$ cat src/rtl/fdtd_pkg.sv
// Shared FDTD types: writeback FSM states and
// saturating arithmetic used by the field writebacks.
package fdtd_pkg;

  localparam int DATA_W = 32;

  typedef logic signed [DATA_W-1:0] fdtd_data_t;

  localparam fdtd_data_t FDTD_MAX =
    {1'b0, {(DATA_W-1){1'b1}}};
  localparam fdtd_data_t FDTD_MIN =
    {1'b1, {(DATA_W-1){1'b0}}};

  typedef enum logic [1:0] {
    ST_IDLE,
    ST_RUN,
    ST_DONE
  } wb_state_e;

  typedef struct packed {
    logic       sat;
    fdtd_data_t val;
  } sat_res_t;

  function automatic sat_res_t sat_add(
    input fdtd_data_t a,
    input fdtd_data_t b
  );
    logic signed [DATA_W:0] s;
    sat_res_t r;
    s = {a[DATA_W-1], a} + {b[DATA_W-1], b};
    r.sat = s[DATA_W] ^ s[DATA_W-1];
    r.val = s[DATA_W-1:0];
    if (r.sat)
      r.val = s[DATA_W] ? FDTD_MIN : FDTD_MAX;
    return r;
  endfunction

endpackage

$ cat src/rtl/fdtd_ez_writeback_if.sv
// Ez field RAM write port.
// The writeback drives it as master.
interface fdtd_ez_writeback_if
  import fdtd_pkg::*;
#(
  parameter int ADDR_WIDTH      = 10,
  parameter int FDTD_DATA_WIDTH = DATA_W
);
  logic                              wr_en;
  logic [ADDR_WIDTH-1:0]             wr_addr;
  logic signed [FDTD_DATA_WIDTH-1:0] wr_data;

  modport master (
    output wr_en,
    output wr_addr,
    output wr_data
  );

  modport slave (
    input wr_en,
    input wr_addr,
    input wr_data
  );
endinterface

$ cat src/rtl/fdtd_data_delay.sv
// Fixed-length register delay line, cleared on reset.
// Used to track calc-stage valids through its latency.
module fdtd_data_delay #(
  parameter int FDTD_DATA_WIDTH = 1,
  parameter int DELAY_STAGE     = 4
) (
  input  logic                       CLK,
  input  logic                       RST_N,
  input  logic [FDTD_DATA_WIDTH-1:0] din,
  output logic [FDTD_DATA_WIDTH-1:0] dout
);

  logic [FDTD_DATA_WIDTH-1:0] pipe [DELAY_STAGE];

  always_ff @(posedge CLK or negedge RST_N) begin
    if (!RST_N) begin
      for (int i = 0; i < DELAY_STAGE; i++)
        pipe[i] <= '0;
    end else begin
      pipe[0] <= din;
      for (int i = 1; i < DELAY_STAGE; i++)
        pipe[i] <= pipe[i-1];
    end
  end

  assign dout = pipe[DELAY_STAGE-1];

endmodule

$ cat src/rtl/fdtd_ez_writeback.sv
// Ez writeback: PEC and source injection on calc
// results, Ez RAM write and sweep completion.
module fdtd_ez_writeback
  import fdtd_pkg::*;
#(
  parameter int FDTD_DATA_WIDTH = DATA_W,
  parameter int ADDR_WIDTH      = 10,
  parameter int CALC_LATENCY    = 4
) (
  input  logic                              CLK,
  input  logic                              RST_N,
  input  logic                              start_i,
  input  logic [ADDR_WIDTH-1:0]             n_cells_i,
  input  logic                              clken_i,
  input  logic signed [FDTD_DATA_WIDTH-1:0] ez_n_i,
  input  logic                              pec_en_i,
  input  logic                              src_en_i,
  input  logic [ADDR_WIDTH-1:0]             src_idx_i,
  input  logic signed [FDTD_DATA_WIDTH-1:0] src_val_i,
  fdtd_ez_writeback_if.master               wr,
  output logic                              busy_o,
  output logic                              done_o,
  output logic                              sat_o
);

  wb_state_e state, state_nx;

  logic [ADDR_WIDTH-1:0] n_cells, src_idx;
  logic [ADDR_WIDTH-1:0] issue_cnt, wr_cnt;
  logic                  pec_en, src_en;
  fdtd_data_t            src_val;

  logic                  wr_en_q, sat_q;
  logic [ADDR_WIDTH-1:0] wr_addr_q;
  fdtd_data_t            wr_data_q;

  logic       accept, tag_in, tag_out, last_wr;
  logic       is_pec, is_src, wr_sat;
  sat_res_t   sum;
  fdtd_data_t wr_val;

  assign accept  = (state == ST_IDLE) && start_i;
  assign tag_in  = (state == ST_RUN) && clken_i
                   && (issue_cnt < n_cells);
  assign last_wr = wr_en_q
                   && (wr_addr_q == n_cells - 1'b1);

  fdtd_data_delay #(
    .FDTD_DATA_WIDTH (1),
    .DELAY_STAGE     (CALC_LATENCY)
  ) u_tag (
    .CLK   (CLK),
    .RST_N (RST_N),
    .din   (tag_in),
    .dout  (tag_out)
  );

  always_ff @(posedge CLK or negedge RST_N) begin
    if (!RST_N) state <= ST_IDLE;
    else        state <= state_nx;
  end

  always_comb begin
    state_nx = state;
    unique case (state)
      ST_IDLE:
        if (start_i)
          state_nx = (n_cells_i == '0) ? ST_DONE
                                       : ST_RUN;
      ST_RUN:
        if (last_wr) state_nx = ST_DONE;
      ST_DONE: state_nx = ST_IDLE;
      default: state_nx = ST_IDLE;
    endcase
  end

  // PEC wins over the source when both hit a cell
  always_comb begin
    is_pec = pec_en && ((wr_cnt == '0)
             || (wr_cnt == n_cells - 1'b1));
    is_src = src_en && (wr_cnt == src_idx);
    sum    = sat_add(ez_n_i, src_val);
    wr_val = ez_n_i;
    wr_sat = 1'b0;
    priority case (1'b1)
      is_pec: wr_val = '0;
      is_src: begin
        wr_val = sum.val;
        wr_sat = sum.sat;
      end
      default: ;
    endcase
  end

  always_ff @(posedge CLK or negedge RST_N) begin
    if (!RST_N) begin
      n_cells   <= '0;
      src_idx   <= '0;
      pec_en    <= 1'b0;
      src_en    <= 1'b0;
      src_val   <= '0;
      issue_cnt <= '0;
      wr_cnt    <= '0;
      wr_en_q   <= 1'b0;
      wr_addr_q <= '0;
      wr_data_q <= '0;
      sat_q     <= 1'b0;
    end else begin
      wr_en_q <= 1'b0;
      if (accept) begin
        n_cells   <= n_cells_i;
        pec_en    <= pec_en_i;
        src_en    <= src_en_i;
        src_idx   <= src_idx_i;
        src_val   <= src_val_i;
        issue_cnt <= '0;
        wr_cnt    <= '0;
        sat_q     <= 1'b0;
      end
      if (tag_in)
        issue_cnt <= issue_cnt + 1'b1;
      if ((state == ST_RUN) && tag_out) begin
        wr_en_q   <= 1'b1;
        wr_addr_q <= wr_cnt;
        wr_data_q <= wr_val;
        wr_cnt    <= wr_cnt + 1'b1;
        if (wr_sat) sat_q <= 1'b1;
      end
    end
  end

  assign wr.wr_en   = wr_en_q;
  assign wr.wr_addr = wr_addr_q;
  assign wr.wr_data = wr_data_q;
  assign busy_o     = (state == ST_RUN);
  assign done_o     = (state == ST_DONE);
  assign sat_o      = sat_q;

endmodule

$ cat src/flat_wrapper.sv
// flat-port wrapper written by rule: the top's interface ports become plain ports
module fdtd_ez_writeback_flat import fdtd_pkg::*;
#(
  parameter int FDTD_DATA_WIDTH = DATA_W,
  parameter int ADDR_WIDTH      = 10,
  parameter int CALC_LATENCY    = 4
)
  (CLK, RST_N, start_i, n_cells_i, clken_i, ez_n_i, pec_en_i, src_en_i, src_idx_i, src_val_i, busy_o, done_o, sat_o, wr_wr_en, wr_wr_addr, wr_wr_data);
  fdtd_ez_writeback_if #(.ADDR_WIDTH(ADDR_WIDTH), .FDTD_DATA_WIDTH(FDTD_DATA_WIDTH)) wr_i ();
  input  logic CLK;
  input  logic RST_N;
  input  logic start_i;
  input  logic [ADDR_WIDTH-1:0] n_cells_i;
  input  logic clken_i;
  input  logic signed [FDTD_DATA_WIDTH-1:0] ez_n_i;
  input  logic pec_en_i;
  input  logic src_en_i;
  input  logic [ADDR_WIDTH-1:0] src_idx_i;
  input  logic signed [FDTD_DATA_WIDTH-1:0] src_val_i;
  output logic busy_o;
  output logic done_o;
  output logic sat_o;
  output wire logic [$bits(wr_i.wr_en)-1:0] wr_wr_en;
  output wire logic [$bits(wr_i.wr_addr)-1:0] wr_wr_addr;
  output wire logic [$bits(wr_i.wr_data)-1:0] wr_wr_data;
  assign wr_wr_en = wr_i.wr_en;
  assign wr_wr_addr = wr_i.wr_addr;
  assign wr_wr_data = wr_i.wr_data;
  fdtd_ez_writeback #(.FDTD_DATA_WIDTH(FDTD_DATA_WIDTH), .ADDR_WIDTH(ADDR_WIDTH), .CALC_LATENCY(CALC_LATENCY)) u_core (.CLK(CLK), .RST_N(RST_N), .start_i(start_i), .n_cells_i(n_cells_i), .clken_i(clken_i), .ez_n_i(ez_n_i), .pec_en_i(pec_en_i), .src_en_i(src_en_i), .src_idx_i(src_idx_i), .src_val_i(src_val_i), .wr(wr_i), .busy_o(busy_o), .done_o(done_o), .sat_o(sat_o));
endmodule
$ cat config.mk
export PLATFORM = sky130hd
export DESIGN_NAME = fdtd_ez_writeback_flat
export DESIGN_NICKNAME = d
export VERILOG_FILES = /design/src/rtl/fdtd_pkg.sv /design/src/rtl/fdtd_ez_writeback_if.sv /design/src/rtl/fdtd_data_delay.sv /design/src/rtl/fdtd_ez_writeback.sv /design/src/flat_wrapper.sv
export SDC_FILE = /design/constraint.sdc
export NUM_CORES = 1
export LEC_CHECK = 0
export BUFFER_PORTS_ARGS = -buffer_cell sky130_fd_sc_hd__buf_2
export CAP_MARGIN = 10
export CELL_PAD_IN_SITES_DETAIL_PLACEMENT = 1
export CELL_PAD_IN_SITES_GLOBAL_PLACEMENT = 1
export CORE_MARGIN = 3
export CORE_UTILIZATION = 46
export CTS_CLUSTER_DIAMETER = 80
export DETAILED_ROUTE_END_ITERATION = 12
export GPL_TIMING_DRIVEN = 0
export PLACE_DENSITY_LB_ADDON = 0.1
export SYNTH_ARGS = -nofsm -noshare
export SYNTH_HDL_FRONTEND = slang
export SYNTH_SLANG_ARGS = --single-unit
$ cat constraint.sdc
create_clock -name CLK -period 4.74 [get_ports CLK]
set_clock_uncertainty 0.05 [all_clocks]
set_input_delay 0.474 -clock CLK [delete_from_list [all_inputs] [get_ports CLK]]
set_output_delay 0.474 -clock CLK [all_outputs]
set_load 0.005 [all_outputs]
==> impl_metrics.yaml <==
synth:
  synth_edf_count: 0
  synth_top_family_by_area: "simple AND/OR/NAND/NOR gates"
  synth_async_sr_flop_share: 1.00
  synthMuxAreaShare: 0.00253
  synth_xor_area_frac: 0.0720
  synthCells: 918
  synth-adder-area-share: 0.0738
  syn_area_per_cell_um2: 8.61
  netlist_top_cells_area: "dfrtp_1 39%, nand2_1 10%, ha_1 7.1%"
  ys_ff_latch: 124
  yosysSeqAreaShare: 0.393
  synth_top_area_share: 0.393
  synth-simple-area-share: 0.210
  yosysWarningCount: 0
  synth-main-ff-cell: "dfrtp_1"
  syn-num-nets: 1054
  syn_area_um2: 7900
  synthDistinctLibCells: 68
  synth-compound-area-share: 0.209
  yosys.area.top_type: "dfrtp_1"
power:
  switchingPower_mw: 3.03
  p_seq_frac: 0.274
  p_leak_nw: 4.64
  p_clk_frac: 0.204
  swShare: 0.445
  power_density_nw_per_um2: 716
  ir_worst_vdd_mv: 0.358
  p_comb_frac: 0.522
  intPower_mw: 3.78
worst_setup_path:
  required_ns: 5.00
  criticalPathCategory: "register to register"
  cp-start-kind: "register"
  max_stage_delay_ns: 0.45
  critPathTopFamily: "compound AO/OA/AOI/OAI gates"
  critPathSlowestCell: "a211oi_1"
  crit_fanout: 5
  cp.arrival_ns: 4.13
  worst_setup_path_end_kind: "register"
  critPathBufInv: 0
  cp_cell_sequence: "ha_1 > fa_1 > a211oi_1 > o211ai_1 > a21oi_1 > a2111oi_2 > a211o_1 > xnor2_1 > nand2_1 > o22a_1 > a22o_1"
grt:
  grt_usage: 0.281
  antenna_found_initial: 1
  grt_overflow: 0
  grt_max_degree: 74
  grt_pass1_wl_mm: 41.3
  first_global_vias: 7926
placed_design:
  port_buffers: 135
  post-place-ws_ns: 0.706
  dpl.cell_count: 1274
  gp_congestion: 0.898
  dp_hpwl_mm: 18.5
final_layout:
  layout-drive-gt1-share: 0.192
  utilization: 0.570
  final_cell_mix: "218 x nand2_1, 137 x buf_2, 124 x dfrtp_1"
  nets: 1210
  syn_to_final_growth_pct: 20.5
  num_antenna_cells: 0
  final_common_cell: "nand2_1"
  nFillCells: 2035
  fin_cells: 1307
route:
  drtPass1Iterations: 5
  met1_length_mm: 11.1
  top_layer_used: "met5"
  met2WireLength_mm: 12.9
  drc: 0
  drt-vias-per-instance: 5.70
  ant_nets: 0
  wl_per_cell_um: 19.6
  met3WireLength_mm: 1.16
  vias: 7448
  finalWirelength_mm: 25.7
  drt-initial-drc-count: 480
clocking:
  tritoncts: "built"
  cts_max_level: 4
  cts_root_buf: "clkbuf_16"
  clkTransAtPathRegs_ns: 0.06
  clk_path_buf_depth: 2
  cts_buffers: 17
  cts_sinks: 124
  post_cts_buffers: 0
  clock_latency_ns: 0.43
timing:
  hold_violations: 0
  max_slew_margin: 0.498
  max_freq_mhz: 259
  fin_setup_tns_ns: 0
  post-route-period-util: 0.816
  rsz0062_at_grt: "false"
  slew_viol_final: 0
  worst_pin_slew_ns: 0.751
  setup_ws_ns: 0.872
  finalCriticalPeriod_ns: 3.87
  setup_viol: 0
min_path:
  min_path_type: "input pin to register"
die:
  start_util: 0.473
  core_region_area_um2: 16700
  die_h_um: 137
  die_width_um: 137
  num_io_pins: 136
  dieArea_um2: 18800
  std_cell_rows: 47
status:
  outcome: "finished clean"
run:
  cap_violations: 0
## worst min-delay path: cells and delay by family
family / cells / cell delay [ns]
AND/OR/NAND/NOR: 2 / 0.08
buffers and inverters: 1 / 0.07
## metal layers
metal  vias to the layer above  global-route usage
met3                        47              0.0559
met5                         -                   0
met4                         2              0.0809
met1                      3649               0.344
li1                       3539                   -
met2                       211               0.499
## Yosys cell counts (all sizes together) (5+ instances only)
master / count
nand2: 218
dfrtp: 124
o21ai: 57
a21oi: 56
nor2: 53
ha: 45
clkbuf: 40
xnor2: 37
a22o: 31
xor2: 28
nand3: 24
inv: 23
and3: 15
nand4: 14
a21o: 13
nor3: 13
o211ai: 12
buf: 10
a211o: 8
a211oi: 7
nand2b: 7
nor3b: 7
o21a: 7
o31ai: 7
a31oi: 5
nor2b: 5
nor4: 5
## cells by family (layout without fill, tap and decap cells)
logic type,Yosys count,count (layout)
xor+xnor,65,65
compound gates,232,232
flops,124,124
buf+inv,73,242
mux,2,2
fa+ha+maj,46,46
simple gates,376,376
## registers in the layout, indices dropped and copies added (netlist names), 2 cells and up
register and cells:
u_core.src_val 32, u_core.wr.wr_data 32, u_core.issue_cnt 10, u_core.n_cells 10, u_core.src_idx 10, u_core.wr.wr_addr 10
u_core.wr_cnt 10, u_core.u_tag.pipe 3, u_core.state 2
## timing repair
action / in CTS / in global routing
hold endpoints to repair: 51 / 0
gates resized for setup: 0 / 0
hold buffers: 1 / 0
## path summary, 6_finish.rpt
| check | from | end | slack [ns] | depth (start not counted) |
|---|---|---|---|---|
| hold reg to reg | u_core.u_tag.pipe[3]$_DFF_PN0_ | u_core.u_tag.pipe[2]$_DFF_PN0_ | 0.31 | 0 |
| setup reg to reg | u_core.src_val[0]$_DFFE_PN0P_ | u_core.wr.wr_data[28]$_DFFE_PN0P_ | 0.87 | 11 |
| max in group asynchronous | RST_N | u_core.wr.wr_addr[7]$_DFFE_PN0P_ | 3.36 | 3 |
| setup / recovery | u_core.src_val[0]$_DFFE_PN0P_ | u_core.wr.wr_data[28]$_DFFE_PN0P_ | 0.87 | 11 |
| hold / removal | src_val_i[30] | u_core.src_val[30]$_DFFE_PN0P_ | 0.18 | 3 |
| min in group asynchronous | RST_N | u_core.wr.wr_data[10]$_DFFE_PN0P_ | 0.52 | 2 |
## power by group through the flow
stage	Sequential [mW]	Combinational (mW)	Clock, mW
3_5_place_dp	1.86	3.47	0
5_1_grt	1.93	3.96	1.46
3_3_place_gp	1.85	3.34	0
6_report	1.87	3.56	1.39
2_1_floorplan	1.78	2.46	0
4_1_cts	1.87	3.56	1.41
## area by class of cell
| cell class | count | area, um2 | area share |
|---|---|---|---|
| repair buffers | 137 | 719 | 0.0755 |
| clock inverters | 12 | 159 | 0.0167 |
| flip-flops and latches | 124 | 3100 | 0.326 |
| multi-input cells | 721 | 4480 | 0.471 |
| inverters | 23 | 86.3 | 0.00907 |
| plain buffers | 50 | 229 | 0.0240 |
| clock buffers | 20 | 467 | 0.0490 |
| well taps | 220 | 275 | 0.0289 |
## per-stage QoR
step	total power, mW	hold slack, ns	instance area (um2)
after floorplan	4.25	0.128	7900
after global placement	5.19	0.287	8850
after detailed placement	5.33	0.300	8890
after CTS	6.83	0.180	9520
after global routing	7.35	0.182	9520
final	6.82	0.183	9520
Power figures use the tool's default switching activity.
